--- src/rtl/cla_nibble_sequencer.sv ---
// cla_nibble_sequencer
//   Serial adder/subtractor that reuses one 4-bit carry-lookahead slice,
//   processing one nibble of the operands per clock, LSB nibble first.
//
// Ports
//   i_clk    rising-edge clock
//   i_rst    synchronous active-high reset
//   i_start  request an operation (accepted only in IDLE or DONE)
//   i_sub    0 = a + b + cin, 1 = a - b (sampled with start)
//   i_a      operand A, W = 4*NIBBLES bits (sampled with start)
//   i_b      operand B (sampled with start)
//   i_cin    carry-in for add, ignored for subtract
//   o_busy   high while the operation is in progress
//   o_done   one-cycle pulse, result valid
//   o_sum    W-bit result (held until the next accepted start)
//   o_cout   carry out of bit W-1 (1 = no borrow when subtracting)
//   o_ovf    two's-complement overflow of the W-bit result
module cla_nibble_sequencer #(
  parameter int NIBBLES = 4
) (
  input  logic                   i_clk,
  input  logic                   i_rst,
  input  logic                   i_start,
  input  logic                   i_sub,
  input  logic [4*NIBBLES-1:0]   i_a,
  input  logic [4*NIBBLES-1:0]   i_b,
  input  logic                   i_cin,
  output logic                   o_busy,
  output logic                   o_done,
  output logic [4*NIBBLES-1:0]   o_sum,
  output logic                   o_cout,
  output logic                   o_ovf
);

  localparam int W  = 4 * NIBBLES;
  localparam int IW = (NIBBLES > 1) ? $clog2(NIBBLES) : 1;

  typedef enum logic [1:0] {
    S_IDLE = 2'd0,
    S_RUN  = 2'd1,
    S_DONE = 2'd2
  } state_t;

  state_t          r_state;
  logic [W-1:0]    r_a;
  logic [W-1:0]    r_b;
  logic [W-1:0]    r_sum;
  logic            r_c;
  logic            r_cout;
  logic            r_ovf;
  logic            r_busy;
  logic            r_done;
  logic [IW-1:0]   r_idx;

  logic [W-1:0]    w_a_sh;
  logic [W-1:0]    w_b_sh;
  logic [3:0]      w_an;
  logic [3:0]      w_bn;
  logic [3:0]      w_g;
  logic [3:0]      w_p;
  logic [3:0]      w_s;
  logic [4:0]      w_c;

  // Select the current nibble by shifting it down to bit 0.
  assign w_a_sh = r_a >> {r_idx, 2'b00};
  assign w_b_sh = r_b >> {r_idx, 2'b00};
  assign w_an   = w_a_sh[3:0];
  assign w_bn   = w_b_sh[3:0];

  // The single carry-lookahead slice shared by every nibble.
  assign w_g    = w_an & w_bn;
  assign w_p    = w_an | w_bn;
  assign w_c[0] = r_c;
  assign w_c[1] = w_g[0] | (w_p[0] & w_c[0]);
  assign w_c[2] = w_g[1] | (w_p[1] & w_g[0]) | (w_p[1] & w_p[0] & w_c[0]);
  assign w_c[3] = w_g[2] | (w_p[2] & w_g[1]) | (w_p[2] & w_p[1] & w_g[0])
                | (w_p[2] & w_p[1] & w_p[0] & w_c[0]);
  assign w_c[4] = w_g[3] | (w_p[3] & w_g[2]) | (w_p[3] & w_p[2] & w_g[1])
                | (w_p[3] & w_p[2] & w_p[1] & w_g[0])
                | (w_p[3] & w_p[2] & w_p[1] & w_p[0] & w_c[0]);
  assign w_s    = w_an ^ w_bn ^ w_c[3:0];

  always_ff @(posedge i_clk) begin
    if (i_rst) begin
      r_state <= S_IDLE;
      r_a     <= '0;
      r_b     <= '0;
      r_sum   <= '0;
      r_c     <= 1'b0;
      r_cout  <= 1'b0;
      r_ovf   <= 1'b0;
      r_busy  <= 1'b0;
      r_done  <= 1'b0;
      r_idx   <= '0;
    end else begin
      case (r_state)
        S_IDLE, S_DONE: begin
          r_done <= 1'b0;
          if (i_start) begin
            // Subtract is a + ~b + 1, so the invert and the forced carry
            // are applied once here and the slice only ever adds.
            r_a     <= i_a;
            r_b     <= i_sub ? ~i_b : i_b;
            r_c     <= i_sub | i_cin;
            r_idx   <= '0;
            r_sum   <= '0;
            r_cout  <= 1'b0;
            r_ovf   <= 1'b0;
            r_busy  <= 1'b1;
            r_state <= S_RUN;
          end else begin
            r_state <= S_IDLE;
          end
        end
        S_RUN: begin
          for (int n = 0; n < NIBBLES; n++) begin
            if (r_idx == IW'(n)) r_sum[4*n +: 4] <= w_s;
          end
          r_c   <= w_c[4];
          r_idx <= r_idx + IW'(1);
          if (r_idx == IW'(NIBBLES - 1)) begin
            // Overflow: carry into the sign bit differs from carry out of it.
            r_cout  <= w_c[4];
            r_ovf   <= w_c[3] ^ w_c[4];
            r_busy  <= 1'b0;
            r_done  <= 1'b1;
            r_state <= S_DONE;
          end
        end
        default: begin
          r_busy  <= 1'b0;
          r_done  <= 1'b0;
          r_state <= S_IDLE;
        end
      endcase
    end
  end

  assign o_busy = r_busy;
  assign o_done = r_done;
  assign o_sum  = r_sum;
  assign o_cout = r_cout;
  assign o_ovf  = r_ovf;

endmodule

--- config.mk ---
export PLATFORM = sky130hd
export DESIGN_NAME = cla_nibble_sequencer
export DESIGN_NICKNAME = d
export VERILOG_FILES = /design/src/rtl/cla_nibble_sequencer.sv
export SDC_FILE = /design/constraint.sdc
export NUM_CORES = 1
export LEC_CHECK = 0
export CORE_UTILIZATION = 51
export DETAILED_ROUTE_END_ITERATION = 8
export PLACE_DENSITY = 0.87
export SLEW_MARGIN = 5
export SYNTH_ARGS = -nofsm -noshare
export SYNTH_HDL_FRONTEND = slang
export SYNTH_SLANG_ARGS = --single-unit
--- constraint.sdc ---
create_clock -name i_clk -period 2.5 [get_ports i_clk]
set_input_delay 0.5 -clock i_clk [delete_from_list [all_inputs] [get_ports i_clk]]
set_output_delay 0.5 -clock i_clk [all_outputs]
set_load 0.01 [all_outputs]
Word-level counts from Yosys, hierarchy flattened
Index checks and enable logic that the tools add are counted.
{"block": "word_totals", "output_inout_bits": 20, "input_bits": 37, "register_bits": 57}
{"block": "classes", "reduce_logical": 12, "n_bitwise": 34, "eq_ne": 10, "shifts": 2, "n_addsub": 1, "muxes": 22}
{"op": "two-way mux 16 bit", "count": 2}
{"op": "case mux 16 bit (2 select lines)", "count": 1}
{"op": "right shift 16 x 4 -> 4 bit", "count": 2}
{"op": "AND 1 bit", "count": 16}
{"op": "two-way mux 4 bit", "count": 4}
{"op": "inverter 16 bit", "count": 1}
{"op": "AND reduction 3 bit", "count": 4}
{"op": "bitwise OR 1 bit", "count": 11}
{"op": "!= test 2 bit, second input constant", "count": 5}
{"op": "case mux 1 bit (2 select lines)", "count": 4}
{"op": "case mux 2 bit (2 select lines)", "count": 2}
{"op": "XOR 4 bit", "count": 2}
{"op": "two-way mux 1 bit", "count": 7}
{"op": "equality test 2 bit, second input constant", "count": 3}
{"op": "AND reduction 2 bit", "count": 3}
{"op": "AND 4 bit", "count": 1}
{"op": "equality test 2 x 1 -> 1 bit, second input constant", "count": 2}
{"op": "logical NOT 2 bit", "count": 2}
{"op": "two-way mux 2 bit", "count": 2}
{"op": "bitwise OR 4 bit", "count": 1}
{"op": "OR reduction 2 bit", "count": 2}
{"op": "adder 2 x 1 -> 2 bit, second input constant", "count": 1}
{"op": "nonzero test 2 bit", "count": 1}
{"op": "inverter 1 bit", "count": 1}
{"op": "XOR 1 bit", "count": 1}

Longest topological paths before layout
{"block": "depth", "depth_word": 10, "depth_mapped": 8, "mapped_depth_nobuf": 7}

Least setup slack after synthesis
OpenSTA, ideal clock, no wires.
{"block": "synth_path", "path_kind": "reg2reg", "start": "reg r_idx[0]", "end": "reg r_sum[15] (netlist: o_sum[15])", "synth_period_minus_slack_ns": 2.321, "path_slack_ns": 0.179, "arrival_ns": 2.201, "path_stages_with_launch": 9, "cell_sequence": "dfxtp_1 buf_2 mux4_2 inv_1 ha_1 and2b_1 o21ai_1 a2111oi_4 o31a_1"}
{"block": "synth_between", "elab_chain_len": 9}
{"element": "start: declaration", "line_no": "53", "text": "logic [IW-1:0] r_idx;"}
{"element": "start signal: assignment", "line_no": "120", "text": "r_idx <= r_idx + IW'(1);"}
{"element": "right shift 16 x 4 -> 4 bit (on tied branches)", "line_no": "65, 66"}
{"element": "bitwise OR 4 bit or AND 4 bit (tied branches)", "line_no": "72, 71"}
{"element": "AND 1 bit (on tied branches)", "line_no": "76, 77"}
{"element": "bitwise OR 1 bit (tied with other cells)", "line_no": "76", "text": "assign w_c[3] = w_g[2] | (w_p[2] & w_g[1]) | (w_p[2] & w_p[1] & w_g[0])"}
{"element": "bitwise OR 1 bit or AND 1 bit (tied branches)", "line_no": "76, 77"}
{"element": "bitwise OR 1 bit", "line_no": "77", "text": "| (w_p[2] & w_p[1] & w_p[0] & w_c[0]);"}
{"element": "XOR 4 bit", "line_no": "81", "text": "assign w_s = w_an ^ w_bn ^ w_c[3:0];"}
{"element": "two-way mux 4 bit", "line_no": "117", "text": "if (r_idx == IW'(n)) r_sum[4*n +: 4] <= w_s;"}
{"element": "case mux 16 bit (2 select lines)", "line_no": "96", "text": "case (r_state)"}
{"element": "end signal: indexed assignment", "line_no": "117"}
{"element": "end: declaration", "line_no": "47", "text": "logic [W-1:0] r_sum;"}
Several ways; a longest one is shown, not always the timed one. The select of a mux whose other input is x is not followed.
A chain may end at the register's enable or synchronous reset.

Final worst setup path
{"block": "layout_path", "start": "reg r_idx[0]", "end": "reg r_sum[14] (netlist: o_sum[14])"}
{"block": "layout_between", "elab_chain_len": 8}
{"element": "right shift 16 x 4 -> 4 bit (on tied branches)", "line_no": "65, 66"}
{"element": "bitwise OR 4 bit or AND 4 bit (tied branches)", "line_no": "72, 71"}
{"element": "AND 1 bit", "line_no": "75", "text": "assign w_c[2] = w_g[1] | (w_p[1] & w_g[0]) | (w_p[1] & w_p[0] & w_c[0]);"}
{"element": "bitwise OR 1 bit or AND 1 bit (tied branches)", "line_no": "75"}
{"element": "bitwise OR 1 bit", "line_no": "75"}
{"element": "XOR 4 bit", "line_no": "81"}
{"element": "two-way mux 4 bit", "line_no": "117"}
{"element": "case mux 16 bit (2 select lines)", "line_no": "96"}
Several ways; a longest one is shown, not always the timed one. The select of a mux whose other input is x is not followed.

==> metrics.csv <==
stage,metric,value,unit
worst_setup_path,cp.buffers_inverters,1,
clocking,cts.sinks,57,
place,gp_congestion,0.855,
timing,clock_skew,0.00818,ns
finish,n_fill_cell,437,
power_and_ir_drop,seqPwrFrac,42.8,%
global_route,antenna_found_initial,0,
floorplan,ios,57,
logic_synthesis,syn_nets,359,
timing,setup_violations,0,
hold_path,hp-class,register to register,
floorplan,core,5200,sq um
routing,num_vias,2320,
clocking,cts_hold_buf,0,
job,drv_cap,0,
power_and_ir_drop,pwr-share-clk,39.1,%
routing,first_pass_iters,4,
timing,tightest_slew,0.629,ns
worst_setup_path,arrival,2.51,ns
finish,final_area,3610,sq um
status,outcome,"complete, no violations",
finish,syn_to_final_growth,29.2,%
logic_synthesis,yosysWarningCount,0,
timing,hold_violations,0,
logic_synthesis,avgSynthCellArea,9.04,sq um
floorplan,start_util,53.7,%
clocking,clkTransAtPathRegs,0.07,ns
routing,drc,0,
logic_synthesis,ys_dominant_reg_cell,dfxtp_1,
timing,whs,0.450,ns
clocking,clock_latency,0.35,ns
floorplan,placementRows,26,
power_and_ir_drop,p_per_area,654,nW/um^2
finish,multi_input_area,1480,sq um
clocking,cts-htree-levels,3,
routing,drt_iter0_markers,116,
finish,utilization,69.4,%
routing,via_per_inst,5.31,
worst_setup_path,slowest_delay,0.55,ns
timing,period_needed,2.31,ns
clocking,post_cts_resized,0,
clocking,clockBufferDepth,2,
global_route,grt_pass1_vias,2230,
power_and_ir_drop,combPwrFrac,18.2,%
logic_synthesis,async_flop_share,0,%
clocking,cts_root_buf,clkbuf_8,
global_route,grt_usage,22.5,%
worst_setup_path,endpoint_kind,register,
place,placed_area,3400,sq um
logic_synthesis,ys_types,42,
floorplan,die_w,76.0,microns
logic_synthesis,seq_area_frac_synth,40.8,%
worst_setup_path,worstPathMaxFanout,11,
power_and_ir_drop,vdd_drop_max,0.000357,V
finish,antenna_cells,0,
global_route,grt_max_degree,51,
routing,totalWireLength,5910,microns
floorplan,dieArea,5780,sq um
timing,min_period_over_period,92.4,%
clocking,cts_buffers,9,
worst_setup_path,critical_path_class,register to register,
timing,fmax,433,MHz
power_and_ir_drop,leakage,1.33,nW
timing,tns,0,ns
power_and_ir_drop,internal_power,1.74,mW
power_and_ir_drop,total_power,2.36,mW
logic_synthesis,syn_inst,309,
place,numPortBuffers,56,
clocking,postCtsSetupBuffers,0,
logic_synthesis,synth_seq_cells,57,
timing,rsz0062_at_grt,false,
clocking,cts_tree,built,
finish,regArea,1140,sq um
power_and_ir_drop,switchingPower,618,uW
finish,nets,412,
global_route,grt_overflow,0,
routing,avgRoutedWirePerCell,13.5,microns
place,hpwl,4290,microns
worst_setup_path,crit_family,multiplexers,
worst_setup_path,start_kind,register,
logic_synthesis,synth_edf_count,0,
power_and_ir_drop,p_sw_share,26.2,%
worst_setup_path,crit_chain,buf_12 -> mux4_2 -> ha_1 -> nor2b_1 -> nor3_1 -> xor2_1 -> o31ai_1,
finish,drive_above_1_share,10.9,%
logic_synthesis,syn-cell-area,2790,sq um
global_route,grt_pass1_wl,10300,microns
routing,antenna_left,0,
worst_setup_path,crit_path_top_delay_cell,mux4_2,
floorplan,die_h,76.0,microns
worst_setup_path,required,2.70,ns
timing,max_slew_margin,58.1,%
timing,drv_slew,0,
path summary, 6_finish.rpt:
kind                               start   endpoint  slack, ns  cells after the start
worst max-delay path            r_idx[0]  o_sum[14]       0.19                      7
worst min-delay path            o_sum[0]   o_sum[0]       0.45                      2
worst max register to register  r_idx[0]  o_sum[14]       0.19                      7
worst min register to register  o_sum[0]   o_sum[0]       0.45                      2
per-stage QoR:
step | worst slack, ns | instances
after floorplan | 0.179 | 309
after global placement | 0.239 | 421
after detailed placement | 0.210 | 421
after CTS | 0.194 | 437
after global routing | 0.0350 | 437
final | 0.190 | 437
cells by family (layout without fill, tap and decap cells):
| family | after synthesis | count (layout) | synth area share (%) |
|---|---|---|---|
| buffers and inverters | 38 | 96 | 6.58 |
| XOR/XNOR | 18 | 18 | 5.64 |
| AO/OA/AOI/OAI | 78 | 78 | 18.5 |
| multiplexers | 8 | 8 | 6.45 |
| AND/OR/NAND/NOR | 97 | 97 | 15.9 |
| flip-flops | 57 | 57 | 40.8 |
| adder cells (fa/ha/maj) | 13 | 13 | 6.09 |
area by class of cell:
cell class                      instances  area share (%)
Timing Repair Buffer                   63            17.5
Clock inverter                          7            2.36
Sequential cell                        57            31.6
Multi-Input combinational cell        214            40.9
Tap cell                               70            2.43
Clock buffer                            9            3.43
Inverter                               17            1.77
Yosys cell counts (all sizes together) (2+ instances only):
cell / number / area (sq um)
dfxtp: 57 / 1140
nand2: 46 / 173
a21oi: 32 / 168
nor2: 27 / 101
a211oi: 18 / 140
inv: 17 / 63.8
xnor2: 17 / 149
buf: 13 / 90.1
o21ai: 13 / 65.1
ha: 12 / 150
clkbuf: 8 / 30.0
mux4: 8 / 180
nor3: 5 / 30.0
nand4b: 4 / 35.0
nor2b: 4 / 25.0
o31a: 4 / 35.0
o31ai: 4 / 30.0
nand3b: 3 / 22.5
and2b: 2 / 17.5
nand2b: 2 / 15.0
power by group through the flow:
stage                     sequential, mW  clock (mW)  combinational (mW)
after CTS                           1.01       0.932               0.432
after detailed placement            1.03           0               0.429
after global placement              1.03           0               0.420
after floorplan                     1.03           0               0.271
after global routing                1.02       0.972               0.475
final                               1.01       0.922               0.429
placed cells by master (no fill, tap or decap), types with 2 or more instances in the layout:
cell,count
o31ai_1,4
clkbuf_8,9
a21oi_1,30
nand4b_1,4
buf_4,5
nor3_1,4
nor2b_1,3
mux4_2,8
o31a_1,4
nand2_1,46
dfxtp_1,57
a211oi_1,17
ha_1,12
o21ai_0,8
clkinv_2,5
bufinv_16,2
clkdlybuf4s50_1,55
nand3b_1,3
inv_1,17
a21oi_2,2
nor2_1,27
o21ai_1,5
xnor2_1,17
buf_12,2
worst register-to-register path: stages (launching register included):
cell	delay [ns]
dfxtp_1	0.36
buf_12	0.15
mux4_2	0.55
ha_1	0.25
nor2b_1	0.13
nor3_1	0.26
xor2_1	0.34
o31ai_1	0.13
layer usage:
metal | up-vias | global-route usage (%) | share of wire, %
met3 | 11 | 7.43 | 4.8
met5 | - | 0 | 0
li1 | 1169 | - | -
met4 | 0 | 7.69 | 1.9
met1 | 1061 | 26.8 | 44
met2 | 79 | 38.2 | 49
flip-flops by register name, summed over array words and instances (netlist names):
register	cells
o_busy	1
o_cout	1
o_done	1
o_ovf	1
o_sum	16
r_a	16
r_b	16
r_c	1
r_idx	2
r_state	2
(Power assumes the default switching activity.)
==> RTL edit, RTL diff (same flow settings) <==
The parameter `NIBBLES` goes from 4 to 2. Comments in the files are not updated.
--- a/src/rtl/cla_nibble_sequencer.sv
+++ b/src/rtl/cla_nibble_sequencer.sv
@@ -16,7 +16,7 @@
 //   o_cout   carry out of bit W-1 (1 = no borrow when subtracting)
 //   o_ovf    two's-complement overflow of the W-bit result
 module cla_nibble_sequencer #(
-  parameter int NIBBLES = 4
+  parameter int NIBBLES = 2
 ) (
   input  logic                   i_clk,
   input  logic                   i_rst,
Ports: changed (resized i_a, i_b and o_sum); port bits go from 57 to 33. The function was not compared with the original's and may differ.
==> RTL edit against the original RTL <==
Synthesized cell count fell by 37%; area after synthesis fell by 41%; fmax rose by 1.8%; routed wire length fell by 45%; critical path depth fell by 1; setup slack improved by 0.042 ns; sequential cell count fell by 25; final area fell by 43%; clock skew rose by 0.0086 ns; final cell count fell by 38%; power fell by 53%; core utilization fell by 2.2 points; worst hold slack improved by 0.010 ns; largest cell class unchanged; largest power group unchanged.
==> RTL edit: results (changes against the original RTL) <==
* Status: completed
* Met1 WL at 1460 um (-45%)
* Seq/Total Area, Yosys at 39.0% (-1.8 points)
* WL met3 at 117 um (-58%)
* Highest routed metal layer: met4
* HP Start: o_sum[6]
* Hold endpoint: o_sum[6]
* Setup-failing EPs final at 0 (unchanged)
* Hold depth at 2 (unchanged)
* Clk root buf: clkbuf_4
* YS warnings at 0 (unchanged)
* Distinct cell type count after synthesis at 38 (-9.5%)
* CP arrival at 2.51 ns (about the same)
* HP Class: reg2reg
* Crit-path max cell delay at 0.75 ns (+0.20 ns)
* Rel. slew slack at 57.2% (-0.86 points)
* # nets final at 256 (-38%)
* Clk slew on worst S/H paths at 0.10 ns (+0.03 ns)
* Total CTS buffers at 5 (-4)
* Share of cells above drive strength 1 at 6.17% (-4.7 points)
* First-pass GRT wire length at 5400 um (-47%)
* Met2 wire len at 1610 um (-44%)
* DR iter-0 viols at 61 (-47%)
* Total track usage at 21.1% (-1.4 points)
* Post-cts sizing count at 0 (unchanged)
* M3 GR Usage at 7.47% (+0.047 points)
* GR Util met1 at 24.0% (-2.8 points)
* # H-tree levels at 2 (-1)
* Crit path max-delay family: compound AO/OA/AOI/OAI gates
* R2R depth at 6 (-1)
* Fin Clk Skew at 0.0168 ns (+0.00863 ns)
* Leakage at 0.835 nW (-37%)
* Synth top cells by count: 32 x dfxtp_1, 22 x nand2_1, 22 x nor2_1
* Longest Clk Path Bufs at 2 (unchanged)
* Critical path's slowest cell: dfxtp_1
* Crit Reg-Reg Endpoint: o_cout
* Finished Layout Cells at 271 (-38%)
* Detailed Place HPWL at 2460 um (-43%)
* Mapped Nets at 226 (-37%)
* Synth async-reset ratio at 0% (unchanged)
* Main area contributors after synthesis: dfxtp_1 39%, ha_1 6.1%, a21oi_1 5.2%
* FF-to-FF Start: r_idx
* Largest net degree at the start of global routing at 25 (-51%)
* Worst Path Max Fanout at 15 (+4)
* IR drop worst, VDD at 0.340 mV (-4.7%)
* Cells after Synth at 196 (-37%)
* N_diodes at 0 (unchanged)
* Gpl congestion at 0.887 (+3.7%)
* Port Buf Inserts at 32 (-43%)
* Vias in the first global route at 1319 (-41%)
* Met2 GRT Util at 36.0% (-2.1 points)
* Initial antenna violation count at 0 (unchanged)
* Routed length per instance at 12.0 um (-11%)
* Reg2reg setup slack at 0.23 ns (+0.04 ns)
* Post-Place Worst Slack at 0.286 ns (+0.0765 ns)
* Via Count at 1404 (-39%)
-- RTL edit: cell count changes after synthesis, moves of 6 or more --
cell,unedited run,this run
a211oi_1,17,9
a21oi_1,30,17
dfxtp_1,57,32
inv_1,17,11
mux2i_1,0,8
mux4_2,8,0
nand2_1,46,22
nand3_1,1,7
o21ai_0,8,1
xnor2_1,17,8
-- RTL edit: cells by family (layout without fill, tap and decap cells) --
kind of cell    count (synthesis)  after routing  synth area share (%)
xor+xnor                        9              9                  4.80
compound gates                 39             39                  15.3
buf+inv                        25             56                  6.32
flops                          32             32                  39.0
fa+ha+maj                       9              9                  7.31
mux                             9              9                  5.56
simple gates                   73             73                  21.7
-- RTL edit: how the worst max path moves through the flow --
| stage | to | cells past startpoint | slack (ns) |
|---|---|---|---|
| 3_3_place_gp | o_sum[3] | 6 | 0.35 |
| 2_1_floorplan | o_sum[0] | 7 | 0.32 |
| 6_report | o_cout | 6 | 0.23 |
| 4_1_cts | o_sum[3] | 6 | 0.23 |
| 5_1_grt | o_cout | 6 | 0.01 |
| 3_5_place_dp | o_sum[3] | 6 | 0.29 |
-- RTL edit: layout make-up --
class                      instances  area, um2
fill                             275       1000
multi-input combinational        139        898
sequential                        32        641
timing repair buffer              37        358
clock buffer                       8       58.8
tap                               44       55.1
inverter                          11       41.3
-- RTL edit: power breakdown --
group	internal (mW)	switching [mW]
Combinational	0.122	0.120
Sequential	0.542	0.0276
Clock	0.139	0.164
Total	0.803	0.312
-- RTL edit: stage by stage --
stage	hold WS, ns	cell area [um2]
2_1_floorplan	0.436	1640
3_3_place_gp	0.436	1990
3_5_place_dp	0.443	1990
4_1_cts	0.463	2050
5_1_grt	0.476	2050
6_report	0.460	2050
